===== config.mk =====
export PLATFORM = sky130hd
export DESIGN_NAME = song_autoplayer
export DESIGN_NICKNAME = d
export VERILOG_FILES = /design/src/rtl/song_autoplayer.sv
export SDC_FILE = /design/constraint.sdc
export NUM_CORES = 1
export LEC_CHECK = 0
export ABC_AREA = 1
export CAP_MARGIN = 20
export CORE_MARGIN = 3
export CORE_UTILIZATION = 58
export CTS_BUF_LIST = sky130_fd_sc_hd__clkbuf_2 sky130_fd_sc_hd__clkbuf_4 sky130_fd_sc_hd__clkbuf_8
export DETAILED_ROUTE_END_ITERATION = 16
export PLACE_DENSITY_LB_ADDON = 0.25
export SYNTH_ARGS = -nofsm -noshare
export SYNTH_HDL_FRONTEND = slang
export SYNTH_SLANG_ARGS = --single-unit

===== constraint.sdc =====
create_clock -name CLK -period 5.9 [get_ports CLK]
set_input_delay 1.18 -clock CLK [delete_from_list [all_inputs] [get_ports CLK]]
set_output_delay 1.18 -clock CLK [all_outputs]
set_load 0.01 [all_outputs]

===== src/rtl/song_autoplayer.sv =====
// song_autoplayer
// Autonomous melody source for the FPGA piano. Plays the stored 59-note
// Do-Re-Mi training melody on the 4-bit note bus. Each note is held for
// NOTE_CYCLES clocks and is followed by GAP_CYCLES clocks of `none`, so a
// downstream follower sees the same note/none alternation a player makes.
//
// Ports:
//   CLK      in   system clock, rising edge
//   RESET_N  in   asynchronous active-low reset
//   START    in   start playback from note 0, or restart it if already playing
//   STOP     in   abort playback and return to idle (beats START)
//   PAUSE    in   level; freezes state, duration counter and index
//   note     out  registered note code (0 = none, 1..8 = C4..C5)
//   busy     out  registered, high while playing a note or a gap
//   done     out  registered one-cycle pulse when the melody ends naturally
//   idx      out  registered index (0..58) of the current melody note
module song_autoplayer #(
  parameter int NOTE_CYCLES = 25_000_000,
  parameter int GAP_CYCLES  = 5_000_000
) (
  input  logic       CLK,
  input  logic       RESET_N,
  input  logic       START,
  input  logic       STOP,
  input  logic       PAUSE,
  output logic [3:0] note,
  output logic       busy,
  output logic       done,
  output logic [5:0] idx
);

  localparam int MAX_CYCLES = (NOTE_CYCLES > GAP_CYCLES) ? NOTE_CYCLES : GAP_CYCLES;
  localparam int CNT_W      = (MAX_CYCLES > 1) ? $clog2(MAX_CYCLES) : 1;

  localparam logic [CNT_W-1:0] NOTE_LOAD = CNT_W'(NOTE_CYCLES - 1);
  localparam logic [CNT_W-1:0] GAP_LOAD  = CNT_W'(GAP_CYCLES - 1);
  localparam logic [5:0]       LAST_IDX  = 6'd58;

  // Melody ROM, padded to 64 entries with `none` so every 6-bit index is
  // covered; idx never reaches the padding.
  localparam logic [3:0] MELODY [64] = '{
    4'd1, 4'd2, 4'd3, 4'd1, 4'd3, 4'd1, 4'd3, 4'd2, 4'd3, 4'd4, 4'd4, 4'd3, 4'd2, 4'd4, 4'd3, 4'd4,
    4'd5, 4'd3, 4'd5, 4'd3, 4'd5, 4'd4, 4'd5, 4'd6, 4'd6, 4'd5, 4'd4, 4'd6, 4'd5, 4'd1, 4'd2, 4'd3,
    4'd4, 4'd5, 4'd6, 4'd6, 4'd2, 4'd3, 4'd4, 4'd5, 4'd6, 4'd7, 4'd7, 4'd3, 4'd4, 4'd5, 4'd6, 4'd7,
    4'd8, 4'd8, 4'd7, 4'd6, 4'd4, 4'd7, 4'd5, 4'd8, 4'd5, 4'd3, 4'd2, 4'd0, 4'd0, 4'd0, 4'd0, 4'd0
  };

  typedef enum logic [1:0] {
    S_IDLE = 2'd0,
    S_PLAY = 2'd1,
    S_GAP  = 2'd2
  } state_t;

  state_t           r_state;
  logic [CNT_W-1:0] r_cnt;

  state_t           w_state_next;
  logic [CNT_W-1:0] w_cnt_next;
  logic [5:0]       w_idx_next;
  logic [3:0]       w_note_next;
  logic             w_busy_next;
  logic             w_done_next;
  logic             w_frozen;

  // Pause only freezes an active playback; in idle (or an illegal encoding)
  // the normal path runs so recovery is never blocked.
  assign w_frozen = PAUSE && ((r_state == S_PLAY) || (r_state == S_GAP));

  always_comb begin
    // NOTE: every signal gets a default before any branch, so no path leaves
    // one unassigned and no latch is inferred.
    w_state_next = r_state;
    w_cnt_next   = r_cnt;
    w_idx_next   = idx;
    w_done_next  = 1'b0;

    if (STOP) begin
      w_state_next = S_IDLE;
      w_cnt_next   = '0;
      w_idx_next   = '0;
    end else if (START) begin
      w_state_next = S_PLAY;
      w_cnt_next   = NOTE_LOAD;
      w_idx_next   = '0;
    end else if (!w_frozen) begin
      case (r_state)
        S_IDLE: begin
          w_cnt_next = '0;
          w_idx_next = '0;
        end
        S_PLAY: begin
          if (r_cnt == '0) begin
            w_state_next = S_GAP;
            w_cnt_next   = GAP_LOAD;
          end else begin
            w_cnt_next = r_cnt - 1'b1;
          end
        end
        S_GAP: begin
          if (r_cnt != '0) begin
            w_cnt_next = r_cnt - 1'b1;
          end else if (idx >= LAST_IDX) begin
            w_state_next = S_IDLE;
            w_idx_next   = '0;
            w_done_next  = 1'b1;
          end else begin
            w_state_next = S_PLAY;
            w_cnt_next   = NOTE_LOAD;
            w_idx_next   = idx + 6'd1;
          end
        end
        default: begin
          w_state_next = S_IDLE;
          w_cnt_next   = '0;
          w_idx_next   = '0;
        end
      endcase
    end

    // Outputs are computed from the next state so they can be registered
    // and still line up with the state they describe.
    w_note_next = (w_state_next == S_PLAY) ? MELODY[w_idx_next] : 4'd0;
    w_busy_next = (w_state_next == S_PLAY) || (w_state_next == S_GAP);
  end

  // NOTE: sequential state uses non-blocking assignments so every register
  // samples the pre-edge values, independent of statement order.
  always_ff @(posedge CLK or negedge RESET_N) begin
    if (!RESET_N) begin
      r_state <= S_IDLE;
      r_cnt   <= '0;
      idx     <= '0;
      note    <= 4'd0;
      busy    <= 1'b0;
      done    <= 1'b0;
    end else begin
      r_state <= w_state_next;
      r_cnt   <= w_cnt_next;
      idx     <= w_idx_next;
      note    <= w_note_next;
      busy    <= w_busy_next;
      done    <= w_done_next;
    end
  end

endmodule


Word level (Yosys, flattened, before mapping)

Memory sizes are Yosys's and may differ from the RTL's.
Cells that the tools add are included.

$add $sub $neg: 2
Magnitude comparators: 2
Equality and inequality tests: 6
Mux-type cells: 29
Bitwise operators: 1
Reductions and logical operators: 7

Operators with widths:

| kind                                               | count |
|---|---|
| two-way mux 25 bit                                 | 6 |
| one-hot mux 25 bit (2 select lines)                | 1 |
| two-way mux 6 bit                                  | 5 |
| logical NOT 25 bit                                 | 1 |
| nonzero test 25 bit                                | 1 |
| subtractor 25 x 1 -> 25 bit, second input constant | 1 |
| two-way mux 4 bit                                  | 3 |
| one-hot mux 6 bit (2 select lines)                 | 1 |
| two-way mux 2 bit                                  | 5 |
| >= comparator 7 bit, second input constant         | 1 |
| two-way mux 1 bit                                  | 7 |
| NOT 6 -> 7 bit                                     | 1 |
| adder 6 x 1 -> 6 bit, second input constant        | 1 |
| >= comparator 6 bit, second input constant         | 1 |
| one-hot mux 2 bit (3 select lines)                 | 1 |
| inequality test 5 bit, second input constant       | 1 |
| == test 2 x 1 -> 1 bit, second input constant      | 2 |
| == test 2 bit, second input constant               | 2 |
| inequality test 3 bit, second input constant       | 1 |
| logical NOT 2 bit                                  | 1 |
| logical OR 1 bit                                   | 2 |
| AND reduction 2 bit                                | 1 |
| logical AND 1 bit                                  | 1 |

Flip-flop bits (word level): 39
ROM bits: 256
Input port bits: 5
Output and inout bits: 12
Memories: 1

Memories:

| name             | depth | bits a word | rd ports | clocked after memory_dff | wr ports | line | text |
|---|---|---|---|---|---|---|---|
| (name not given) | 64    | 4           | 1        | 0                        | 0        | 122  | `w_note_next = (w_state_next == S_PLAY) ? MELODY[w_idx_next] : 4'd0;` |

Logic depth before layout (Yosys ltp)

Depth after elaboration: 12
Mapped depth: 21
Mapped depth without buffers: 21

Worst setup path after synthesis

Ideal clock, no wire load.

Path kind: input to register
From: input port START
To: register note[1]
Setup time: 0.122 ns
Data arrival time: 2.720 ns
Slack: 3.058 ns
Cell stages on the path: 14
Path buffers: 2
Path through: buf_2 nor2_1 inv_2 nor2_2 inv_1 a21oi_2 a21boi_2 buf_6 ha_1 nand2_1 nand3_1 nand2_1 a21oi_1 a21oi_2

Cells in the longest elaborated chain, start to end: 7
Elaborated cells between the ends (all ways): 10
Those cells by class: 1 x eq/ne; 7 x mux; 1 x bitwise; 1 x memory

Ends and longest elaborated chain:

| element                                              | line | text |
|---|---|---|
| start, declared                                      | 23   | `input logic START,` |
| two-way mux 6 bit                                    | 81   | `end else if (START) begin` |
| two-way mux 6 bit                                    | 77   | `if (STOP) begin` |
| named net w_idx_next[2]                              | 59   | `logic [5:0] w_idx_next;` |
| NOT 6 -> 7 bit (implied by the code)                 | 122  |  |
| memory read (64 x 4 bit)                             | n/a  |  |
| two-way mux 4 bit (implied by the code) (2 in a row) | 122  |  |
| two-way mux 4 bit                                    | 122  |  |
| named net w_note_next[1]                             | 60   | `logic [3:0] w_note_next;` |
| end signal, assigned                                 | 140  | `note <= w_note_next;` |
| end, declared                                        | 26   | `output logic [3:0] note,` |

The timed path passes the listed nets, and every way through them passes these cells. The select of a mux whose other input is x is not followed.
A chain may end at the register's enable or synchronous reset.

Worst setup path in the final report

From: input port START
To: register note[1]

Cells in the longest elaborated chain, start to end: 7
Elaborated cells between the ends (all ways): 10
Those cells by class: 1 x eq/ne; 7 x mux; 1 x bitwise; 1 x memory

Ends and longest elaborated chain:

| element                                              | line |
|---|---|
| two-way mux 6 bit                                    | 81 |
| two-way mux 6 bit                                    | 77 |
| NOT 6 -> 7 bit (implied by the code)                 | 122 |
| memory read (64 x 4 bit)                             | n/a |
| two-way mux 4 bit (implied by the code) (2 in a row) | 122 |
| two-way mux 4 bit (*)                                | 122 |
| named net w_note_next[1]                             | 60 |

Mark *: on every way through the listed nets, which the timed path passes. The rest lies on a longest branch. The select of a mux whose other input is x is not followed.

==> results by group <==
Run status
  • Outcome: finished clean

STA
  • Crit path time final: 3793 ps
  • Setup_tns: 0 ps
  • Worst relative slew slack: 0.3627
  • Highest clock rate: 0.2636 GHz
  • Setup Viol. Count Final: 0
  • Layout Skew: 11.10 ps
  • Crit share post-route: 0.6429
  • Worst hold slack: 568.0 ps
  • RSZ-0062 raised after global routing: false
  • Slew @ Worst Pin: 952.4 ps
  • Slew Limit Fails: 0
  • Final Hold Vio Count: 0

Synth
  • Area of the mapped netlist: 0.003317 mm^2
  • Main flop type after synthesis: dfrtp_1
  • Yosys warning count: 0
  • Sequential share of the synthesized area: 0.2942
  • Leading area contributor after synthesis: dfrtp_1
  • Ys async rst share: 1.000
  • Yosys reg bits: 39
  • Count of cell types in the netlist: 40
  • EDFF count, synth: 0
  • Mapped Nets: 515
  • Area fraction of the dominant cell type after synthesis: 0.2942
  • Syn avg cell area: 6.701 um^2
  • Syn Inst Count: 495
  • Most area-consuming cells after synthesis: dfrtp_1 29%, nand2_1 13%, nand3_1 7.2%

GRT
  • Vias in the first global route: 3157
  • Largest net degree at the start of global routing: 40
  • Total track usage: 0.2725
  • Antenna violations before repair: 0
  • First-pass GRT wire length: 14.33 mm
  • Congestion Overflow GR: 0

Place
  • Port buffer count: 16
  • Final HPWL DP: 5.994 mm
  • GPL Wtd Cong: 0.9258
  • Placement-stage cell area: 0.003471 mm^2

Clock tree
  • H-tree Lvls: 2
  • Max Buffers Root-to-Sink: 2
  • CTS tree: done
  • CTS root buf: clkbuf_8
  • Clock-pin slew on the worst setup and hold paths: 80 ps
  • Num CTS Buffers: 5
  • Clk_lat worst skew: 300 ps
  • CTS sink cnt: 39
  • Post-CTS setup repair buffer count: 0
  • Post-cts hold buffer count: 0
  • CTS resizes: 0

Floorplan
  • Die area: 0.006663 mm^2
  • Starting Density: 0.6255
  • FP Rows: 26
  • Io pins: 17
  • Die height: 81.63 um
  • Die width: 81.63 um
  • Core Area: 0.005303 mm^2

Pwr
  • Pleak: 1.811 nW
  • Combinational power share: 0.225
  • Net Sw Power: 0.0002056 W
  • Internal cell power: 0.0004174 W
  • Sw Share: 0.3301
  • Worst VDD drop: 0.1263 mV
  • Reg power frac: 0.467
  • Pwr Density: 175.0 mW/mm^2
  • Clk network pwr share: 0.309

Finish
  • Syn-to-layout area delta: 7.318%
  • Share of post-route cells with drive strength above 1: 0.1109
  • Final Cell Area: 0.003560 mm^2
  • Antenna cells: 0
  • Fin nets: 524

Route
  • # DRC: 0
  • Wire per inst: 14.28 um
  • Drt via density: 5.763
  • 1st-iter DRT viols: 280
  • ANT nets after route: 0
  • Final WL: 8.209 mm
  • Routed vias: 3314
  • Pre-antenna DRT Iters: 7

Critical path
  • Worst Setup Path Type: in -> reg
  • CP startpoint kind: primary input
  • Endpoint class of the critical path: flip-flop
  • Req. time, crit path: 6080 ps
  • CP arrival: 3970 ps
  • CP max FO: 19

Job
  • Max cap viols: 0

Worst hold path
  • Hold/Removal Path Class: reg -> reg
[sequential cells by signal (all words and copies together), names as in the netlist]
register,flops
idx,6
done,1
r_cnt,25
busy,1
r_state,2
note,4
[synthesized netlist by cell type, types with 3 or more instances]
library cell  count
nand2_1         111
inv_1            57
nor2_1           57
nand3_1          48
dfrtp_1          39
a21oi_1          31
o21ai_0          18
ha_1             15
o22ai_1          15
nand2_2          11
inv_2             8
nand4_1           8
nor2_2            7
xor2_1            7
buf_2             5
clkbuf_1          5
nor2_4            5
nor3_1            5
buf_6             4
o21ai_1           4
a21oi_2           3
a31oi_1           3
nand2_4           3
or2_2             3
[worst max-delay path: stages]
cell and delay (ps):
clkdlybuf4s50_1 790, nor2_1 340, inv_2 110, nor2_2 100, inv_1 100, a21oi_2 200, a21boi_2 500, ha_1 270
nand2_1 60, nand3_1 60, nand2_1 50, a21oi_1 160, a21oi_2 40
[power groups by stage]
stage	logic, W	clock network [W]	registers (W)
after detailed placement	0.000138	0	0.000296
after floorplan	0.000104	0	0.000294
final	0.000140	0.000192	0.000291
after CTS	0.000138	0.000195	0.000290
after global routing	0.000157	0.000207	0.000292
after global placement	0.000134	0	0.000295
[area by class of cell]
cell class | count | area, um^2
multi-input cells | 376 | 2003
well taps | 70 | 87.58
flip-flops and latches | 39 | 975.9
clock inverters | 1 | 5.005
repair buffers | 16 | 155.1
fillers | 468 | 1743
clock buffers | 7 | 83.83
inverters | 66 | 249.0
[cells by family after synthesis]
group / Yosys count / synth area share
and+or+nand+nor: 268 / 0.3780
AOI/OAI and AO/OA: 85 / 0.1482
buffers and inverters: 80 / 0.1018
DFF: 39 / 0.2942
adders and majority gates: 15 / 0.05658
xor gates and xnor gates: 8 / 0.02112
[path summary, 6_finish.rpt]
path                                          to                   from  depth (start not counted)  slack (ps)
max                            note[1]$_DFF_PN0_                  START                         13        2110
min reg2reg                r_cnt[16]$_DFFE_PN0P_  r_cnt[16]$_DFFE_PN0P_                          2         570
max reg2reg                    note[3]$_DFF_PN0_   r_cnt[0]$_DFFE_PN0P_                         17        2830
max in group asynchronous  r_cnt[24]$_DFFE_PN0P_                RESET_N                          1        4350
min in group asynchronous  r_cnt[14]$_DFFE_PN0P_                RESET_N                          1         990
min                        r_cnt[16]$_DFFE_PN0P_  r_cnt[16]$_DFFE_PN0P_                          2         570
[placed cells by master, fill, tap and decap left out, types with 2 or more instances in the layout]
master           instances
a211oi_1                 2
a21oi_1                 31
a21oi_2                  3
a31oi_1                  3
clkbuf_4                 2
clkbuf_8                 5
clkdlybuf4s50_1         15
clkinv_2                 2
dfrtp_1                 39
ha_1                    15
inv_1                   57
inv_2                    8
nand2_1                111
nand2_2                 11
nand2_4                  3
nand3_1                 48
nand3_2                  2
nand4_1                  8
nor2_1                  57
nor2_2                   7
nor2_4                   5
nor3_1                   5
nor3b_1                  2
nor4_1                   2
o211ai_1                 2
o21ai_0                 18
o21ai_1                  4
o22ai_1                 15
o31ai_1                  2
or2_1                    2
or2_2                    3
xor2_1                   7
[metal layers]
| layer | part of all wire | global-route usage |
|---|---|---|
| met2 | 0.43 | 0.4031 |
| met3 | 0.080 | 0.05044 |
| met1 | 0.48 | 0.4007 |
| met5 | 0 | 0 |
| met4 | 0.012 | 0.08472 |
[through the flow]
stage | setup WS, ps | utilization | cells | total power, W
floorplan | 3058 | - | 495 | 0.0003978
CTS | 2179 | 0.6713 | 575 | 0.0006240
finish | 2107 | 0.6713 | 575 | 0.0006230
global route | 1835 | 0.6713 | 575 | 0.0006567
detailed placement | 1882 | 0.6546 | 567 | 0.0004334
global placement | 1998 | 0.6546 | 567 | 0.0004292
Note: power is estimated with default switching activity, not from simulation.
